--- src/rtl/multicycle_control_if.sv ---
// Control bundle between the multi-cycle MIPS controller (master) and the datapath (slave).
// Signal names follow the datapath's own control-line names.
interface multicycle_control_if #(
   parameter int ALUOP_WIDTH = 3,
   parameter int STATE_WIDTH = 4
);
   logic [5:0]             OP;
   logic                   Zero;
   logic                   MemReady;
   logic                   PCWrite;
   logic                   IorD;
   logic                   IRWrite;
   logic                   MemRead;
   logic                   MemWrite;
   logic                   RegDst;
   logic                   MemtoReg;
   logic                   RegWrite;
   logic                   ALUSrcA;
   logic [1:0]             ALUSrcB;
   logic [1:0]             PCSource;
   logic                   Jal;
   logic [ALUOP_WIDTH-1:0] ALUOp;
   logic [STATE_WIDTH-1:0] State;
   logic                   Fault;

   modport master (
      input  OP, Zero, MemReady,
      output PCWrite, IorD, IRWrite, MemRead, MemWrite, RegDst, MemtoReg, RegWrite,
             ALUSrcA, ALUSrcB, PCSource, Jal, ALUOp, State, Fault
   );

   modport slave (
      output OP, Zero, MemReady,
      input  PCWrite, IorD, IRWrite, MemRead, MemWrite, RegDst, MemtoReg, RegWrite,
             ALUSrcA, ALUSrcB, PCSource, Jal, ALUOp, State, Fault
   );
endinterface

--- src/rtl/multicycle_control.sv ---
// Multi-cycle MIPS control FSM with memory-handshake stalls, timeout and sticky fault.
// Optional JAL support is enabled by defining MULTICYCLE_CTRL_JAL_EN.
module multicycle_control #(
   parameter int ALUOP_WIDTH = 3,
   parameter int MEM_TIMEOUT = 15,
   parameter int STATE_WIDTH = 4
) (
   input  logic                  i_clk,
   input  logic                  i_reset,
   multicycle_control_if.master  io_bus
);
   typedef enum logic [3:0] {
      S_FETCH  = 4'd0,
      S_DECODE = 4'd1,
      S_MEMADR = 4'd2,
      S_MEMRD  = 4'd3,
      S_MEMWB  = 4'd4,
      S_MEMWR  = 4'd5,
      S_EXEC_R = 4'd6,
      S_ALUWB  = 4'd7,
      S_BRANCH = 4'd8,
      S_EXEC_I = 4'd9,
      S_JUMP   = 4'd10,
`ifdef MULTICYCLE_CTRL_JAL_EN
      S_JAL    = 4'd11,
`endif
      S_FAULT  = 4'd15
   } state_t;

   localparam logic [5:0] OP_R    = 6'h00;
   localparam logic [5:0] OP_J    = 6'h02;
`ifdef MULTICYCLE_CTRL_JAL_EN
   localparam logic [5:0] OP_JAL  = 6'h03;
`endif
   localparam logic [5:0] OP_BEQ  = 6'h04;
   localparam logic [5:0] OP_BNE  = 6'h05;
   localparam logic [5:0] OP_ADDI = 6'h08;
   localparam logic [5:0] OP_ANDI = 6'h0c;
   localparam logic [5:0] OP_ORI  = 6'h0d;
   localparam logic [5:0] OP_LUI  = 6'h0f;
   localparam logic [5:0] OP_LW   = 6'h23;
   localparam logic [5:0] OP_SW   = 6'h2b;
   localparam logic [7:0] TIMEOUT_C = 8'(MEM_TIMEOUT);

   state_t     r_state, w_next;
   logic [5:0] r_op;
   logic [7:0] r_wait;
   logic       r_fault;
   logic       w_mem_state, w_timeout;
   logic       w_pcwrite, w_iord, w_irwrite, w_memread, w_memwrite, w_regdst;
   logic       w_memtoreg, w_regwrite, w_alusrca, w_jal;
   logic [1:0] w_alusrcb, w_pcsource;
   logic [2:0] w_aluop;

   function automatic logic [2:0] imm_aluop(input logic [5:0] op);
      case (op)
         OP_ADDI: imm_aluop = 3'b100;
         OP_ORI:  imm_aluop = 3'b101;
         OP_ANDI: imm_aluop = 3'b110;
         OP_LUI:  imm_aluop = 3'b011;
         default: imm_aluop = 3'b000;
      endcase
   endfunction

   assign w_mem_state = (r_state == S_FETCH) || (r_state == S_MEMRD) || (r_state == S_MEMWR);
   assign w_timeout   = (r_wait == TIMEOUT_C);

   // State, latched opcode, memory wait counter and sticky fault.
   always_ff @(posedge i_clk) begin
      if (i_reset) begin
         r_state <= S_FETCH;
         r_op    <= 6'd0;
         r_wait  <= 8'd0;
         r_fault <= 1'b0;
      end else begin
         r_state <= w_next;
         r_fault <= r_fault | (w_next == S_FAULT);
         if (r_state == S_DECODE) begin
            r_op <= io_bus.OP;
         end else begin
            r_op <= r_op;
         end
         if (w_next != r_state) begin
            r_wait <= 8'd0;
         end else if (w_mem_state && !io_bus.MemReady) begin
            r_wait <= r_wait + 8'd1;
         end else begin
            r_wait <= r_wait;
         end
      end
   end

   // Next-state decode; a memory state faults only if the ack is still absent at the limit.
   always_comb begin
      w_next = r_state;
      case (r_state)
         S_FETCH: begin
            if (io_bus.MemReady)  w_next = S_DECODE;
            else if (w_timeout)   w_next = S_FAULT;
            else                  w_next = S_FETCH;
         end
         S_DECODE: begin
            case (io_bus.OP)
               OP_R:                            w_next = S_EXEC_R;
               OP_ADDI, OP_ANDI, OP_ORI, OP_LUI: w_next = S_EXEC_I;
               OP_LW, OP_SW:                    w_next = S_MEMADR;
               OP_BEQ, OP_BNE:                  w_next = S_BRANCH;
               OP_J:                            w_next = S_JUMP;
`ifdef MULTICYCLE_CTRL_JAL_EN
               OP_JAL:                          w_next = S_JAL;
`endif
               default:                         w_next = S_FAULT;
            endcase
         end
         S_MEMADR: w_next = (r_op == OP_LW) ? S_MEMRD : S_MEMWR;
         S_MEMRD: begin
            if (io_bus.MemReady)  w_next = S_MEMWB;
            else if (w_timeout)   w_next = S_FAULT;
            else                  w_next = S_MEMRD;
         end
         S_MEMWR: begin
            if (io_bus.MemReady)  w_next = S_FETCH;
            else if (w_timeout)   w_next = S_FAULT;
            else                  w_next = S_MEMWR;
         end
         S_MEMWB, S_ALUWB, S_BRANCH, S_JUMP: w_next = S_FETCH;
         S_EXEC_R, S_EXEC_I:                 w_next = S_ALUWB;
`ifdef MULTICYCLE_CTRL_JAL_EN
         S_JAL:                              w_next = S_FETCH;
`endif
         S_FAULT:                            w_next = S_FAULT;
         default:                            w_next = S_FAULT;
      endcase
   end

   // Moore control decode; PCWrite/IRWrite are additionally qualified by MemReady or Zero.
   always_comb begin
      w_pcwrite  = 1'b0;
      w_iord     = 1'b0;
      w_irwrite  = 1'b0;
      w_memread  = 1'b0;
      w_memwrite = 1'b0;
      w_regdst   = 1'b0;
      w_memtoreg = 1'b0;
      w_regwrite = 1'b0;
      w_alusrca  = 1'b0;
      w_alusrcb  = 2'b00;
      w_pcsource = 2'b00;
      w_aluop    = 3'b000;
      w_jal      = 1'b0;
      case (r_state)
         S_FETCH: begin
            w_memread = 1'b1;
            w_alusrcb = 2'b01;
            w_aluop   = 3'b001;
            w_irwrite = io_bus.MemReady;
            w_pcwrite = io_bus.MemReady;
         end
         S_DECODE: begin
            w_alusrcb = 2'b11;
            w_aluop   = 3'b001;
         end
         S_MEMADR: begin
            w_alusrca = 1'b1;
            w_alusrcb = 2'b10;
            w_aluop   = 3'b001;
         end
         S_MEMRD: begin
            w_memread = 1'b1;
            w_iord    = 1'b1;
         end
         S_MEMWB: begin
            w_regwrite = 1'b1;
            w_memtoreg = 1'b1;
         end
         S_MEMWR: begin
            w_memwrite = 1'b1;
            w_iord     = 1'b1;
         end
         S_EXEC_R: begin
            w_alusrca = 1'b1;
            w_aluop   = 3'b111;
         end
         S_ALUWB: begin
            w_regwrite = 1'b1;
            w_regdst   = (r_op == OP_R);
         end
         S_EXEC_I: begin
            w_alusrca = 1'b1;
            w_alusrcb = 2'b10;
            w_aluop   = imm_aluop(r_op);
         end
         S_BRANCH: begin
            w_alusrca  = 1'b1;
            w_aluop    = 3'b010;
            w_pcsource = 2'b01;
            w_pcwrite  = ((r_op == OP_BEQ) && io_bus.Zero) || ((r_op == OP_BNE) && !io_bus.Zero);
         end
         S_JUMP: begin
            w_pcwrite  = 1'b1;
            w_pcsource = 2'b10;
         end
`ifdef MULTICYCLE_CTRL_JAL_EN
         S_JAL: begin
            w_jal      = 1'b1;
            w_regwrite = 1'b1;
            w_pcwrite  = 1'b1;
            w_pcsource = 2'b10;
         end
`endif
         default: w_aluop = 3'b000;
      endcase
   end

   // Reset suppresses every write and memory request on the reset cycle itself.
   assign io_bus.PCWrite  = w_pcwrite  & ~i_reset;
   assign io_bus.IRWrite  = w_irwrite  & ~i_reset;
   assign io_bus.MemRead  = w_memread  & ~i_reset;
   assign io_bus.MemWrite = w_memwrite & ~i_reset;
   assign io_bus.RegWrite = w_regwrite & ~i_reset;
   assign io_bus.IorD     = w_iord;
   assign io_bus.RegDst   = w_regdst;
   assign io_bus.MemtoReg = w_memtoreg;
   assign io_bus.ALUSrcA  = w_alusrca;
   assign io_bus.ALUSrcB  = w_alusrcb;
   assign io_bus.PCSource = w_pcsource;
   assign io_bus.ALUOp    = ALUOP_WIDTH'(w_aluop);
   assign io_bus.State    = STATE_WIDTH'(r_state);
   assign io_bus.Fault    = r_fault;
`ifdef MULTICYCLE_CTRL_JAL_EN
   assign io_bus.Jal      = w_jal;
`else
   assign io_bus.Jal      = 1'b0;
   logic w_unused_jal;
   assign w_unused_jal    = w_jal;
`endif

endmodule

--- src/flat_wrapper.sv ---
// flat-port wrapper written by rule: the top's interface ports become plain ports
module multicycle_control_flat 
#(
   parameter int ALUOP_WIDTH = 3,
   parameter int MEM_TIMEOUT = 15,
   parameter int STATE_WIDTH = 4
)
  (i_clk, i_reset, io_bus_OP, io_bus_Zero, io_bus_MemReady, io_bus_PCWrite, io_bus_IorD, io_bus_IRWrite, io_bus_MemRead, io_bus_MemWrite, io_bus_RegDst, io_bus_MemtoReg, io_bus_RegWrite, io_bus_ALUSrcA, io_bus_ALUSrcB, io_bus_PCSource, io_bus_Jal, io_bus_ALUOp, io_bus_State, io_bus_Fault);
  multicycle_control_if #(.ALUOP_WIDTH(ALUOP_WIDTH), .STATE_WIDTH(STATE_WIDTH)) io_bus_i ();
  input  logic i_clk;
  input  logic i_reset;
  input wire logic [$bits(io_bus_i.OP)-1:0] io_bus_OP;
  input wire logic [$bits(io_bus_i.Zero)-1:0] io_bus_Zero;
  input wire logic [$bits(io_bus_i.MemReady)-1:0] io_bus_MemReady;
  output wire logic [$bits(io_bus_i.PCWrite)-1:0] io_bus_PCWrite;
  output wire logic [$bits(io_bus_i.IorD)-1:0] io_bus_IorD;
  output wire logic [$bits(io_bus_i.IRWrite)-1:0] io_bus_IRWrite;
  output wire logic [$bits(io_bus_i.MemRead)-1:0] io_bus_MemRead;
  output wire logic [$bits(io_bus_i.MemWrite)-1:0] io_bus_MemWrite;
  output wire logic [$bits(io_bus_i.RegDst)-1:0] io_bus_RegDst;
  output wire logic [$bits(io_bus_i.MemtoReg)-1:0] io_bus_MemtoReg;
  output wire logic [$bits(io_bus_i.RegWrite)-1:0] io_bus_RegWrite;
  output wire logic [$bits(io_bus_i.ALUSrcA)-1:0] io_bus_ALUSrcA;
  output wire logic [$bits(io_bus_i.ALUSrcB)-1:0] io_bus_ALUSrcB;
  output wire logic [$bits(io_bus_i.PCSource)-1:0] io_bus_PCSource;
  output wire logic [$bits(io_bus_i.Jal)-1:0] io_bus_Jal;
  output wire logic [$bits(io_bus_i.ALUOp)-1:0] io_bus_ALUOp;
  output wire logic [$bits(io_bus_i.State)-1:0] io_bus_State;
  output wire logic [$bits(io_bus_i.Fault)-1:0] io_bus_Fault;
  assign io_bus_i.OP = io_bus_OP;
  assign io_bus_i.Zero = io_bus_Zero;
  assign io_bus_i.MemReady = io_bus_MemReady;
  assign io_bus_PCWrite = io_bus_i.PCWrite;
  assign io_bus_IorD = io_bus_i.IorD;
  assign io_bus_IRWrite = io_bus_i.IRWrite;
  assign io_bus_MemRead = io_bus_i.MemRead;
  assign io_bus_MemWrite = io_bus_i.MemWrite;
  assign io_bus_RegDst = io_bus_i.RegDst;
  assign io_bus_MemtoReg = io_bus_i.MemtoReg;
  assign io_bus_RegWrite = io_bus_i.RegWrite;
  assign io_bus_ALUSrcA = io_bus_i.ALUSrcA;
  assign io_bus_ALUSrcB = io_bus_i.ALUSrcB;
  assign io_bus_PCSource = io_bus_i.PCSource;
  assign io_bus_Jal = io_bus_i.Jal;
  assign io_bus_ALUOp = io_bus_i.ALUOp;
  assign io_bus_State = io_bus_i.State;
  assign io_bus_Fault = io_bus_i.Fault;
  multicycle_control #(.ALUOP_WIDTH(ALUOP_WIDTH), .MEM_TIMEOUT(MEM_TIMEOUT), .STATE_WIDTH(STATE_WIDTH)) u_core (.i_clk(i_clk), .i_reset(i_reset), .io_bus(io_bus_i));
endmodule
--- config.mk ---
export PLATFORM = sky130hd
export DESIGN_NAME = multicycle_control_flat
export DESIGN_NICKNAME = d
export VERILOG_FILES = /design/src/rtl/multicycle_control_if.sv /design/src/rtl/multicycle_control.sv /design/src/flat_wrapper.sv
export SDC_FILE = /design/constraint.sdc
export NUM_CORES = 1
export LEC_CHECK = 0
export CAP_MARGIN = 10
export CORE_MARGIN = 4
export CORE_UTILIZATION = 40
export CTS_BUF_LIST = sky130_fd_sc_hd__clkbuf_16
export DETAILED_ROUTE_END_ITERATION = 7
export PLACE_DENSITY_LB_ADDON = 0.2
export RECOVER_POWER = 25
export SLEW_MARGIN = 10
export SYNTH_ARGS = -nofsm -noshare
export SYNTH_HDL_FRONTEND = slang
export SYNTH_SLANG_ARGS = --single-unit
--- constraint.sdc ---
create_clock -name i_clk -period 3.7 [get_ports i_clk]
set_input_delay 0.925 -clock i_clk [delete_from_list [all_inputs] [get_ports i_clk]]
set_output_delay 0.925 -clock i_clk [all_outputs]
set_load 0.005 [all_outputs]
---- Word level (Yosys, flattened, before mapping) ----
Cells that the tools add are included.
W data, S select, Z words.
word-level totals
  flip-flop bits (word level) ............. 19
  bits of input ports ..................... 10
cells by class
  add/sub/neg operators ................... 1
  equality and inequality tests ........... 29
  multiplexer cells ....................... 22
  bitwise operators ....................... 7
  reductions and logical operators ........ 23
operators by type and width
  cell                   count
  $eq A6 B4 Y1 const B   8
  $pmux W4 S7            1
  $eq A6 B3 Y1 const B   4
  $mux W4                6
  $pmux W3 S4            2
  $pmux W4 S5            1
  $eq A6 B6 Y1 const B   3
  $eq A4 B3 Y1 const B   4
  $eq A4 B4 Y1 const B   4
  $reduce_or A2 Y1       8
  $logic_not A6 Y1       2
  $reduce_or A4 Y1       3
  $add A8 B1 Y8 const B  1
  $eq A4 B2 Y1 const B   2
  $eq A8 B4 Y1 const B   1
  $mux W1                8
  $eq A6 B2 Y1 const B   1
  $pmux W2 S3            1
  $and A1 B1 Y1          5
  $eq A4 B1 Y1 const B   1
  $logic_not A4 Y1       1
  $ne A4 B4 Y1           1
  $pmux W2 S2            1
  $logic_and A1 B1 Y1    3
  7 further kinds        10

---- Longest topological paths before layout ----
  depth in word-level cells ............... 6
  mapped depth ............................ 8
  mapped depth without buffers ............ 7

---- Least setup slack after synthesis ----
OpenSTA, ideal clock, no wires.
  kind .................................... input to output
  from .................................... input i_reset
  to ...................................... output io_bus_PCWrite
  arrival time ............................ 1.616 ns
  required time ........................... 2.775 ns
  path slack .............................. 1.159 ns
  stages .................................. 3
  buffers on the path ..................... 0
  cell sequence ........................... or3_1 > nor3_1 > o21bai_1
on the way
  word-level cells in the longest chain between the ends .. 2
RTL lines
  what           line                       source
  from (decl)    flat_wrapper.sv:11         input logic i_reset;
  $not A1 Y1     multicycle_control.sv:216  assign io_bus.PCWrite = w_pcwrite & ~i_reset;
  $and A1 B1 Y1  multicycle_control.sv:216
  to (decl)      flat_wrapper.sv:15         output wire logic [$bits(io_bus_i.PCWrite)-1:0] io_bus_PCWrite;
Every way passes these cells.

---- Worst setup path in the final report ----
Same ends and word-level chain as after synthesis.

==> flow_summary_export.csv <==
group,metric,value,unit
status,status,"finished, final reports clean",
clock_tree,cts-root-buf,"clkbuf_16",
floorplanning,initial_core_util,43.0,%
setup_path,cp_cell_sequence,"clkdlybuf4s50_1, or3_1, nor3_1, o21bai_1, clkdlybuf4s50_1",
clock_tree,cts_buffers,3,
floorplanning,rows,21,
clock_tree,ctsHoldBuffers,0,
power,ir_drop,0.000310,V
detailed_routing,ant_nets,0,
power,switchingPower,0.000584,W
clock_tree,cts_setup_buffers,0,
timing,hold_violations,0,
hold_path,min_to,"u_core.r_op[5]",
timing,rsz0062_at_grt,"false",
setup_path,cpMostUsedCell,"clkdlybuf4s50_1",
final_layout,ff_latch_area,380,um2
setup_path,worstPathArrival,2.58,ns
power,pwr-share-seq,22.2,%
timing,max_freq,0.286,GHz
timing,final_max_slew_viol_count,0,
final_layout,area_growth,25.9,%
floorplanning,die_area,0.00477,mm2
setup_path,cp_slowest_stage_delay,0.51,ns
synthesis,synth_seq_cells,19,
detailed_routing,dr.pass1.iters,4,
power,clockPowerShare,16.4,%
hold_path,hp-start,"u_core.r_op[5]",
placement,gp_congestion,0.823,
setup_path,rr_worst_depth,6,
timing,setup_viol,0,
power,switching_share,43.3,%
detailed_routing,detail_route.vias_per_cell,5.71,
clock_tree,cts_max_path_buffers,2,
synthesis,synthArstFlopShare,0,%
power,p_leak,0.646,nW
setup_path,path_class,"input pin to output pin",
clock_tree,clk_pin_slew_worst_paths,0.05,ns
power,combPwrFrac,61.4,%
synthesis,yosys_warnings,0,
floorplanning,die_h,69.0,um
synthesis,avgSynthCellArea,7.64,um2
setup_path,worst-path-max-fanout,2,
detailed_routing,drt_iter0_markers,83,
placement,dpl.cell_count,262,
final_layout,antennaDiodeCount,0,
flow_run,drv_cap,0,
detailed_routing,wl,3.98,mm
placement,hpwlAfterDp,3.09,mm
synthesis,synth_cell_type_count,55,
clock_tree,cts_resized,0,
global_routing,grt_pass1_vias,1460,
power,internal_power,0.000764,W
clock_tree,insertion_delay,0.25,ns
synthesis,yosysSeqAreaShare,25.5,%
global_routing,grt_pass1_wl,6.82,mm
floorplanning,die-width,69.0,um
synthesis,syn-instance-count,195,
global_routing,grt_start_max_net_pins,23,
setup_path,required,2.77,ns
clock_tree,htreeDepth,1,
synthesis,synth_ff_type,"dfxtp_1",
floorplanning,io_pins,32,
setup_path,timing.rr.start,"u_core.io_bus.State[0]",
synthesis,synth_area,0.00149,mm2
synthesis,synth_fp_nets,206,
hold_path,hold_class,"flop to flop",
final_layout,fin_cells,266,
placement,io_buffers,30,
hold_path,holdPathStages,2,
power,powerDensity,719,mW/mm2
setup_path,r2r_end,"u_core.r_wait[2]",
detailed_routing,drcViolationCount,0,
setup_path,cp_top_family,"buffers and inverters",
floorplanning,core,0.00347,mm2
setup_path,slowest_stage,"clkdlybuf4s50_1",
global_routing,gr-total-overflow,0,
final_layout,nets,232,
timing,tightest_slew,0.932,ns
clock_tree,clock_sinks,19,
timing,fin_skew,0.00234,ns
timing,finalCriticalPeriod,3.50,ns
final_layout,drive_above_1_share,9.55,%
setup_path,endpoint_kind,"output pin",
synthesis,synth-edff-count,0,
final_layout,nFillCells,338,
global_routing,grt_antenna_before_repair,0,
timing,post-route-period-util,94.6,%
setup_path,r2r_setup_slack,0.77,ns
detailed_routing,via_count,1520,
timing,relSlewSlack,37.4,%
final_layout,multi_input_area,0.00101,mm2
detailed_routing,wl_per_cell,15.0,um
timing,fin_setup_tns,0,ns
global_routing,track_usage,16.6,%
setup_path,path_buf_inv,2,
clock_tree,cts_tree,"done",
setup_path,cp-start-kind,"input pin",
worst min-delay path, cell delays in order (launching register included):
cell and delay [ns]:
dfxtp_1 0.32, nand2_1 0.06, a21oi_1 0.05
per-stage QoR:
stage          total power (W)  hold WS [ns]  area (um2)  util [%]  worst slack (ns)
2_1_floorplan         0.000862         0.445        1490         -              1.16
3_3_place_gp           0.00113         0.467        1820      52.3             0.275
3_5_place_dp           0.00115         0.468        1820      52.3             0.188
4_1_cts                0.00138         0.476        1900      54.7             0.180
5_1_grt                0.00144         0.503        1880      54.1             0.156
6_report               0.00135         0.474        1880      54.1             0.198
synth_stat cells, types with 4 or more instances:
cell | n | area [um2]
a21oi_1 | 13 | 65.1
and3_1 | 5 | 31.3
clkbuf_1 | 8 | 30.0
dfxtp_1 | 19 | 380
inv_1 | 7 | 26.3
nand2_1 | 18 | 67.6
nand2b_1 | 5 | 31.3
nand3_1 | 6 | 30.0
nand4_1 | 6 | 37.5
nor2_1 | 16 | 60.1
nor3_1 | 9 | 45.0
nor3_2 | 9 | 90.1
o21ai_0 | 9 | 45.0
xnor2_1 | 4 | 35.0
xor2_1 | 7 | 61.3
area by class of cell:
cell class / count / share of cell area (%)
timing repair buffer: 34 / 17.2
clock buffer: 3 / 4.00
clock inverter: 1 / 0.267
multi-input combinational: 156 / 53.8
sequential: 19 / 20.3
inverter: 7 / 1.40
tap: 46 / 3.07
state kept, by name, indices dropped and copies added (netlist names):
register             flops
u_core.io_bus.Fault      1
u_core.io_bus.State      4
u_core.r_op              6
u_core.r_wait            8
worst max-delay path by stage:
| stage | startpoint | to | slack (ns) | cells after the start |
|---|---|---|---|---|
| detailed placement | i_reset | io_bus_PCWrite | 0.19 | 5 |
| floorplan | i_reset | io_bus_PCWrite | 1.16 | 3 |
| global route | i_reset | io_bus_PCWrite | 0.16 | 5 |
| global placement | i_reset | io_bus_PCWrite | 0.28 | 5 |
| finish | i_reset | io_bus_PCWrite | 0.20 | 5 |
| CTS | i_reset | io_bus_PCWrite | 0.18 | 5 |
logic make-up (layout without fill, tap and decap cells):
family / after synthesis / in the layout / share of synthesized area (%)
and+or+nand+nor: 95 / 95 / 36.9
AOI/OAI and AO/OA: 45 / 45 / 21.1
buffers and inverters: 20 / 45 / 5.96
DFF: 19 / 19 / 25.5
xor gates and xnor gates: 11 / 11 / 6.46
muxes: 3 / 3 / 2.94
adders and majority gates: 1 / 1 / 0.839
other: 1 / 1 / 0.252
layout by cell type, fill, tap and decap left out, drive strengths merged, types with 4 or more instances in the layout:
master,n
clkdlybuf4s50,28
dfxtp,19
nand2,18
nor3,18
nor2,16
a21oi,13
o21ai,9
inv,7
xor2,7
nand3,6
nand2b,6
nand4,6
and3,5
clkbuf,5
xnor2,4
power by group through the flow:
stage / Clock (W) / Sequential, W / Combinational (W)
2_1_floorplan: 0 / 0.000282 / 0.000580
3_3_place_gp: 0 / 0.000303 / 0.000825
3_5_place_dp: 0 / 0.000306 / 0.000846
4_1_cts: 0.000225 / 0.000302 / 0.000849
5_1_grt: 0.000235 / 0.000308 / 0.000900
6_report: 0.000221 / 0.000300 / 0.000828
per-layer routing:
metal  track usage (%)  vias up  wire length [um]
met4              3.90        0                23
met3              2.91        2               156
met1              21.0      715              1750
li1                  -      761                 -
met2              29.0       42              2050
met5                 0        -                 0
Power figures use the tool's default switching activity.
